--- config.mk ---
export PLATFORM = sky130hd
export DESIGN_NAME = player_motion_ctrl
export DESIGN_NICKNAME = d
export VERILOG_FILES = /design/src/rtl/player_motion_ctrl.sv
export SDC_FILE = /design/constraint.sdc
export NUM_CORES = 1
export LEC_CHECK = 0
export CAP_MARGIN = 20
export CORE_MARGIN = 8
export CORE_UTILIZATION = 48
export DETAILED_ROUTE_END_ITERATION = 10
export GPL_TIMING_DRIVEN = 1
export PLACE_DENSITY = 0.72
export SLEW_MARGIN = 20
export SYNTH_ARGS = -nofsm -noshare
export SYNTH_HDL_FRONTEND = slang
export SYNTH_SLANG_ARGS = --single-unit
--- constraint.sdc ---
create_clock -name clk -period 7.7 [get_ports clk]
set_input_delay 0.77 -clock clk [delete_from_list [all_inputs] [get_ports clk]]
set_output_delay 0.77 -clock clk [all_outputs]
set_load 0.01 [all_outputs]
--- src/rtl/player_motion_ctrl.sv ---
// Player motion sequencer: samples WASD on a move tick, proposes a clamped one-step
// move, confirms it with the map/collision resource, then commits or rejects it.
module player_motion_ctrl #(
  parameter int TICK_DIV    = 1000000,
  parameter int STEP        = 4,
  parameter int X_MAX       = 300,
  parameter int Y_MAX       = 220,
  parameter int ACK_TIMEOUT = 15
) (
  input  logic       clk,
  input  logic       rst,
  input  logic       enable,
  input  logic       load,
  input  logic [8:0] start_x,
  input  logic [8:0] start_y,
  input  logic       key_w,
  input  logic       key_a,
  input  logic       key_s,
  input  logic       key_d,
  input  logic       map_ack,
  input  logic       map_blocked,
  output logic       map_req,
  output logic [8:0] map_qx,
  output logic [8:0] map_qy,
  output logic [8:0] player_x,
  output logic [8:0] player_y,
  output logic [1:0] facing,
  output logic       moved,
  output logic       bumped
);

  localparam int TW = (TICK_DIV > 1) ? $clog2(TICK_DIV) : 1;
  localparam int OW = (ACK_TIMEOUT > 1) ? $clog2(ACK_TIMEOUT + 1) : 1;
  localparam logic [TW-1:0] TICK_LAST = TW'(TICK_DIV - 1);
  localparam logic [OW-1:0] TMO_LAST  = OW'(ACK_TIMEOUT - 1);
  localparam logic [9:0]    STEP10    = 10'(STEP);
  localparam logic [9:0]    XMAX10    = 10'(X_MAX);
  localparam logic [9:0]    YMAX10    = 10'(Y_MAX);

  typedef enum logic [1:0] {IDLE, WAIT, CHECK} state_t;

  state_t        state_q, state_d;
  logic [TW-1:0] tick_q, tick_d;
  logic [OW-1:0] tmo_q, tmo_d;
  logic          req_q, req_d;
  logic [8:0]    qx_q, qx_d, qy_q, qy_d;
  logic [8:0]    px_q, px_d, py_q, py_d;
  logic [1:0]    face_q, face_d;
  logic          moved_q, moved_d;
  logic          bumped_q, bumped_d;

  logic          key_any;
  logic [1:0]    dir;
  logic [8:0]    cand_x, cand_y;
  logic [9:0]    x10, y10;

  // Candidate move: W > A > S > D, one axis only, clamped using 10-bit sums.
  always_comb begin
    key_any = key_w | key_a | key_s | key_d;
    x10     = {1'b0, px_q};
    y10     = {1'b0, py_q};
    cand_x  = px_q;
    cand_y  = py_q;
    if (key_w)      dir = 2'd0;
    else if (key_a) dir = 2'd1;
    else if (key_s) dir = 2'd2;
    else            dir = 2'd3;
    case (dir)
      2'd0:    cand_y = (y10 < STEP10) ? 9'd0 : 9'(y10 - STEP10);
      2'd1:    cand_x = (x10 < STEP10) ? 9'd0 : 9'(x10 - STEP10);
      2'd2:    cand_y = ((y10 + STEP10) > YMAX10) ? 9'(YMAX10) : 9'(y10 + STEP10);
      default: cand_x = ((x10 + STEP10) > XMAX10) ? 9'(XMAX10) : 9'(x10 + STEP10);
    endcase
  end

  always_comb begin
    state_d  = state_q;
    tick_d   = tick_q;
    tmo_d    = tmo_q;
    req_d    = req_q;
    qx_d     = qx_q;
    qy_d     = qy_q;
    px_d     = px_q;
    py_d     = py_q;
    face_d   = face_q;
    moved_d  = 1'b0;
    bumped_d = 1'b0;
    if (load) begin
      px_d    = start_x;
      py_d    = start_y;
      tick_d  = '0;
      tmo_d   = '0;
      req_d   = 1'b0;
      state_d = enable ? WAIT : IDLE;
    end else if (!enable) begin
      state_d = IDLE;
      req_d   = 1'b0;
      tick_d  = '0;
      tmo_d   = '0;
    end else begin
      case (state_q)
        IDLE: state_d = WAIT;
        WAIT: begin
          if (tick_q == TICK_LAST) begin
            tick_d = '0;
            if (key_any) begin
              face_d = dir;
              if (cand_x == px_q && cand_y == py_q) begin
                bumped_d = 1'b1;
              end else begin
                qx_d    = cand_x;
                qy_d    = cand_y;
                req_d   = 1'b1;
                tmo_d   = '0;
                state_d = CHECK;
              end
            end
          end else begin
            tick_d = tick_q + 1'b1;
          end
        end
        CHECK: begin
          tick_d = '0;
          if (map_ack) begin
            req_d   = 1'b0;
            tmo_d   = '0;
            state_d = WAIT;
            if (!map_blocked) begin
              px_d    = qx_q;
              py_d    = qy_q;
              moved_d = 1'b1;
            end else begin
              bumped_d = 1'b1;
            end
          end else if (tmo_q == TMO_LAST) begin
            req_d    = 1'b0;
            tmo_d    = '0;
            bumped_d = 1'b1;
            state_d  = WAIT;
          end else begin
            tmo_d = tmo_q + 1'b1;
          end
        end
        default: state_d = IDLE;
      endcase
    end
  end

  always_ff @(posedge clk or negedge rst) begin
    if (!rst) begin
      state_q  <= IDLE;
      tick_q   <= '0;
      tmo_q    <= '0;
      req_q    <= 1'b0;
      qx_q     <= '0;
      qy_q     <= '0;
      px_q     <= '0;
      py_q     <= '0;
      face_q   <= '0;
      moved_q  <= 1'b0;
      bumped_q <= 1'b0;
    end else begin
      state_q  <= state_d;
      tick_q   <= tick_d;
      tmo_q    <= tmo_d;
      req_q    <= req_d;
      qx_q     <= qx_d;
      qy_q     <= qy_d;
      px_q     <= px_d;
      py_q     <= py_d;
      face_q   <= face_d;
      moved_q  <= moved_d;
      bumped_q <= bumped_d;
    end
  end

  assign map_req  = req_q;
  assign map_qx   = qx_q;
  assign map_qy   = qy_q;
  assign player_x = px_q;
  assign player_y = py_q;
  assign facing   = face_q;
  assign moved    = moved_q;
  assign bumped   = bumped_q;

endmodule

# After elaboration in Yosys (flattened, before gate mapping)
# Index checks and enable logic that the tools add are counted.
[word_totals] reg_bits=67 inputBits=28 out_inout_bits=41 word_cells=115
[op_classes] addsub=6 order_cmp=4 n_eq_ne=14 mux=62 bitwise_logic=5 n_reduce_logical=13
[op_table] cell="2-to-1 mux 9 bit" n=14
[op_table] cell="2-to-1 mux 20 bit" n=3
[op_table] cell="one-hot mux 20 bit (2 select lines)" n=1
[op_table] cell="one-hot mux 9 bit (2 select lines)" n=2
[op_table] cell="2-to-1 mux 4 bit" n=7
[op_table] cell="2-to-1 mux 1 bit" n=22
[op_table] cell="adder 20 x 1 -> 20 bit (second input constant)" n=1
[op_table] cell="adder 9 x 3 -> 10 bit (second input constant)" n=2
[op_table] cell="== test 20 bit (second input constant)" n=1
[op_table] cell="== test 9 bit" n=2
[op_table] cell="< comparator 9 x 3 -> 1 bit (second input constant)" n=2
[op_table] cell="2-to-1 mux 2 bit" n=9
[op_table] cell="subtractor 9 x 3 -> 9 bit (second input constant)" n=2
[op_table] cell="inequality test 4 bit (second input constant)" n=3
[op_table] cell="AND reduction 4 bit" n=3
[op_table] cell="> comparator 10 x 8 -> 1 bit (second input constant)" n=1
[op_table] cell="> comparator 10 x 9 -> 1 bit (second input constant)" n=1
[op_table] cell="AND reduction 5 bit" n=2
[op_table] cell="one-hot mux 4 bit (2 select lines)" n=1
[op_table] cell="one-hot mux 2 bit (3 select lines)" n=1
[op_table] cell="AND reduction 6 bit" n=1
[op_table] cell="nonzero test 2 bit" n=3
[op_table] cell="inequality test 5 bit (second input constant)" n=1
[op_table] cell="adder 4 x 1 -> 4 bit (second input constant)" n=1
[op_table] cell="other kinds (11)" n=18

# Depth between registers and ports, before layout
[depth] ltp_word=14 mapped_depth=13 depth_no_buf=11

# Least setup slack after synthesis
# No wires, ideal clock.
[synth_path] kind="input to register" startpoint="input key_a" endpoint="register qx_q[6], in the netlist map_qx[6]" setup_ps=127 t_arrival_ps=3395 required_ps=7573 path_slack_ps=4178 cell_stages=10 n_path_buf=3 cell_sequence="buf_2 -> or3_1 -> clkbuf_1 -> nor3_1 -> o31ai_1 -> or4_1 -> or4_4 -> o21ai_2 -> buf_6 -> mux2_1"
[synth_between] elab_chain_len=9 elab_cells_between_ends=16 cone_classes="eq/ne: 4; mux: 4; bitwise: 4; reduce/logical: 4"
[synth_lines] item="start, declared" line="17" rtl="input logic key_a,"
[synth_lines] item="2-to-1 mux 2 bit" line="65" rtl="else if (key_a) dir = 2'd1;"
[synth_lines] item="2-to-1 mux 2 bit" line="64" rtl="if (key_w) dir = 2'd0;"
[synth_lines] item="== test 2 bit / logical NOT 2 bit (equally long branches)" line="68" rtl="case (dir)"
[synth_lines] item="OR reduction 2 bit (no line)"
[synth_lines] item="one-hot mux 9 bit (2 select lines)" line="68"
[synth_lines] item="== test 9 bit" line="108" rtl="if (cand_x == px_q && cand_y == py_q) begin"
[synth_lines] item="logical AND 1 bit" line="108"
[synth_lines] item="inverter 1 bit (no line)"
[synth_lines] item="AND reduction 6 bit (no line)"
[synth_lines] item="end signal, assigned" line="167" rtl="qx_q <= qx_d;"
[synth_lines] item="end, declared" line="46" rtl="logic [8:0] qx_q, qx_d, qy_q, qy_d;"
# Several ways; a longest one is shown, not always the timed one.
# A chain may end at the register's enable or synchronous reset.

# Worst setup path in the final report
[layout_path] startpoint="input key_w" endpoint="register qy_q[8], in the netlist map_qy[8]"
[layout_between] elab_chain_len=8 elab_cells_between_ends=15 cone_classes="eq/ne: 4; mux: 3; bitwise: 4; reduce/logical: 4"
[layout_lines] item="start, declared" line="16" rtl="input logic key_w,"
[layout_lines] item="2-to-1 mux 2 bit" line="64"
[layout_lines] item="== test 2 bit / logical NOT 2 bit (equally long branches)" line="68"
[layout_lines] item="OR reduction 2 bit (no line)"
[layout_lines] item="one-hot mux 9 bit (2 select lines)" line="68"
[layout_lines] item="== test 9 bit" line="108"
[layout_lines] item="logical AND 1 bit" line="108"
[layout_lines] item="inverter 1 bit (no line)"
[layout_lines] item="AND reduction 6 bit (no line)"
[layout_lines] item="end signal, assigned" line="168" rtl="qy_q <= qy_d;"
[layout_lines] item="end, declared" line="46"
# Several ways; a longest one is shown, not always the timed one.

==> impl_metrics.ini <==
[yosys]
synth-simple-area-share_pct = 23.8
synthTopCellsByArea = dfrtp_1, o21ai_0, nand2_1
synth-async-reset-ratio_pct = 100
mappedNetlistArea_mm2 = 0.00485
yosysSeqAreaShare_pct = 34.5
synth_top_family_by_area = compound AO/OA/AOI/OAI gates
syn-instance-count = 587
synth_edf_count = 0
synth_top_flop_cell = dfrtp_1
synth-seq-cells = 67
ys_types = 74
yosysTopAreaCell = dfrtp_1
synth-adder-area-share_pct = 3.35
synth_compound_area_share_pct = 24.5
synth.top_cell.area_share_pct = 34.5
avgSynthCellArea_um2 = 8.27
muxShareOfSynthArea_pct = 5.75
yosysWarnings = 0
syn-num-nets = 628
synth_xor_xnor_area_share_pct = 2.71

[worst_setup_path]
slowest_stage = clkdlybuf4s50_1
endpoint_kind = flip-flop
crit_path_cell_trace = clkdlybuf4s50_1 > or4b_1 > nor2_1 > a211oi_1 > a2111oi_2 > o211ai_1 > or4_4 > o21ai_2 > buf_4 > mux2_1
crit_type = in2reg
arrival_ns = 5.02
r2r_start = player_x[3]
start_kind = input port
slowest_delay_ns = 0.76
critical_path_buf_inv_count = 2
crit_path_start = key_w
worstPathRequired_ns = 7.92
cp_max_fo = 21
reg2reg_setup_slack_ns = 2.97
path_delay_family = simple AND/OR/NAND/NOR gates
cp.depth = 10
rr_worst_depth = 10

[routing]
ant_nets = 0
route.detailed.drc = 0
drtIter0Drc = 361
vias = 4723
viasPerCell = 6.17
first_pass_iters = 7
routedWlPerCell_um = 18.2
routed_wl_mm = 14.0

[placement]
routabilityCongestion = 0.977
dpl.hpwl_mm = 9.73
dp_slack_ns = 2.53
port_buffers = 68
placed_area_mm2 = 0.00555

[timing]
worst_slew_pin_slew_ns = 0.869
rsz0062_at_grt = false
fmax_mhz = 208
slew_viol_final = 0
min_period_ns = 4.80
fin_setup_tns_ns = 0
post-route-period-util_pct = 62.3
slew-limit-headroom_pct = 41.5
finClkSkew_ns = 0.0170
fin_ws_ns = 2.90
finalHoldViolCount = 0
setup_viol = 0

[clocking]
clk_pin_slew_worst_paths_ns = 0.07
clock_latency_ns = 0.35
cts_hold_buf = 0
cts_buffer_depth = 2
cts_resized = 0
root_buffer = clkbuf_8
cts_made_buffers = 9
postCtsSetupBuffers = 0
cts_max_level = 3
clock_sinks = 67
tritoncts = yes

[worst_hold_path]
hold_start = tick_q[19]
whs_path_depth = 1
hold_path.class = reg2reg

[grt]
grt_pass1_wl_mm = 23.2
grt_pass1_vias = 4623
grt_use_total_pct = 21.0
grt_remaining_overflow = 0
antenna_found_initial = 0
grt_max_degree = 68

[layout]
finish.instance_area_mm2 = 0.00576
antenna_cells = 0
n_fill_cell = 868
drive_gt1_share_pct = 6.49
area_delta_synth_final_pct = 18.7
nNetsFinal = 668

[floorplanning]
initial_core_util_pct = 49.7
die_y_um = 117
die-area_mm2 = 0.0136
die_x_um = 117
pin_count = 69
core_area_mm2 = 0.00977
row_count = 36

[power_and_ir_drop]
cellPowerDensity_mw_per_mm2 = 160
vdd_drop_max_mv = 0.112
p_leak_nw = 2.41

[outcome]
status = complete, no violations

[flow_run]
cap_violations = 0
worst paths after layout:
path | endpoint
setup / recovery | map_qy[8]
hold / removal | tick_q[19]
setup reg to reg | map_qy[8]
hold reg to reg | tick_q[19]
max in group asynchronous | moved
min in group asynchronous | tmo_q[0]
cell usage after synthesis (3+ instances only):
| master | count |
|---|---|
| o21a_1 | 7 |
| nand3_1 | 23 |
| a32oi_1 | 3 |
| nand2_1 | 61 |
| nand2b_1 | 7 |
| nor2_1 | 53 |
| a311oi_1 | 3 |
| and3_1 | 4 |
| nand4_1 | 10 |
| mux2_1 | 4 |
| buf_2 | 15 |
| mux2i_1 | 20 |
| o211a_1 | 4 |
| inv_1 | 17 |
| or4_1 | 8 |
| o22ai_1 | 7 |
| nor4_1 | 6 |
| clkbuf_1 | 28 |
| a211o_1 | 3 |
| or2_2 | 3 |
| mux2_2 | 3 |
| or3_1 | 8 |
| o31ai_1 | 7 |
| a31oi_1 | 7 |
| xnor2_1 | 5 |
| ha_1 | 13 |
| o211ai_1 | 5 |
| a21oi_1 | 28 |
| a211oi_1 | 5 |
| o2111ai_1 | 3 |
| xor2_1 | 10 |
| o21ai_0 | 64 |
| nand3b_1 | 5 |
| nand4b_1 | 4 |
| nor3_1 | 10 |
| dfrtp_1 | 67 |
| nor2b_1 | 9 |
| a221oi_1 | 4 |
stage by stage:
stage | total power, mW | cells | utilization (%) | hold slack (ns)
3_5_place_dp | 0.592 | 749 | 56.7 | 0.480
3_3_place_gp | 0.590 | 749 | 56.7 | 0.485
6_report | 0.923 | 765 | 59.0 | 0.508
5_1_grt | 0.970 | 765 | 59.0 | 0.525
4_1_cts | 0.927 | 765 | 59.0 | 0.497
2_1_floorplan | 0.518 | 587 | - | 0.445
registers in the layout, indices dropped and copies added (netlist names), 2 cells and up:
name,count
state_q,2
map_qy,9
player_x,9
player_y,9
tick_q,20
facing,2
map_qx,9
tmo_q,4
placed cells by master (no fill, tap or decap), types with 3 or more instances in the layout:
master            n
nor2_1           53
o211a_1           4
nand4_1          10
nand3_1          23
nor3_1           10
a21oi_1          28
mux2_2            3
nand4b_1          4
mux2i_1          20
nor2b_1           9
nand2_1          61
or4_1             8
nor4_1            6
ha_1             13
xor2_1           10
a221oi_1          4
dfrtp_1          67
buf_4             6
o211ai_1          5
or2_2             3
o22ai_1           7
mux2_1            4
inv_1            17
o31ai_1           7
and3_1            4
o21a_1            7
a211o_1           3
clkdlybuf4s50_1  67
or3_1             8
o2111ai_1         3
nand3b_1          5
a311oi_1          3
o21ai_0          64
clkbuf_8          9
nand2b_1          7
a32oi_1           3
a211oi_1          5
xnor2_1           5
a31oi_1           7
where the power goes:
part           internal, mW  total (mW)  switching [mW]
logic                0.0831       0.191           0.108
registers             0.362       0.398          0.0369
clock network         0.183       0.333           0.150
worst reg2reg max path, delay by kind of cell, from the launching register on:
kind / cells / cell delay (ns)
buf+inv: 1 / 0.34
compound gates: 5 / 1.70
flops: 1 / 0.75
fa+ha+maj: 1 / 0.48
simple gates: 2 / 0.99
mux: 1 / 0.35
kinds of logic after synthesis:
family | Yosys count
DFF | 67
muxes | 27
adders and majority gates | 13
and+or+nand+nor | 225
buffers and inverters | 62
xor gates and xnor gates | 15
AOI/OAI and AO/OA | 178
metal layers:
layer | up-vias | wire length (um) | track usage, %
li1 | 2237 | - | -
met1 | 2237 | 6100 | 28.1
met2 | 222 | 6620 | 34.2
met3 | 27 | 1050 | 3.72
met4 | 0 | 189 | 5.72
met5 | - | 0 | 0
final cells by class:
type | count | area (um2) | share of cell area (%)
Timing Repair Buffer | 74 | 721 | 12.5
Inverter | 17 | 63.8 | 1.11
Clock buffer | 10 | 128 | 2.21
Multi-Input combinational cell | 458 | 2920 | 50.6
Sequential cell | 67 | 1680 | 29.1
Tap cell | 133 | 166 | 2.89
Clock inverter | 6 | 90.1 | 1.56
Power figures use the tool's default switching activity.
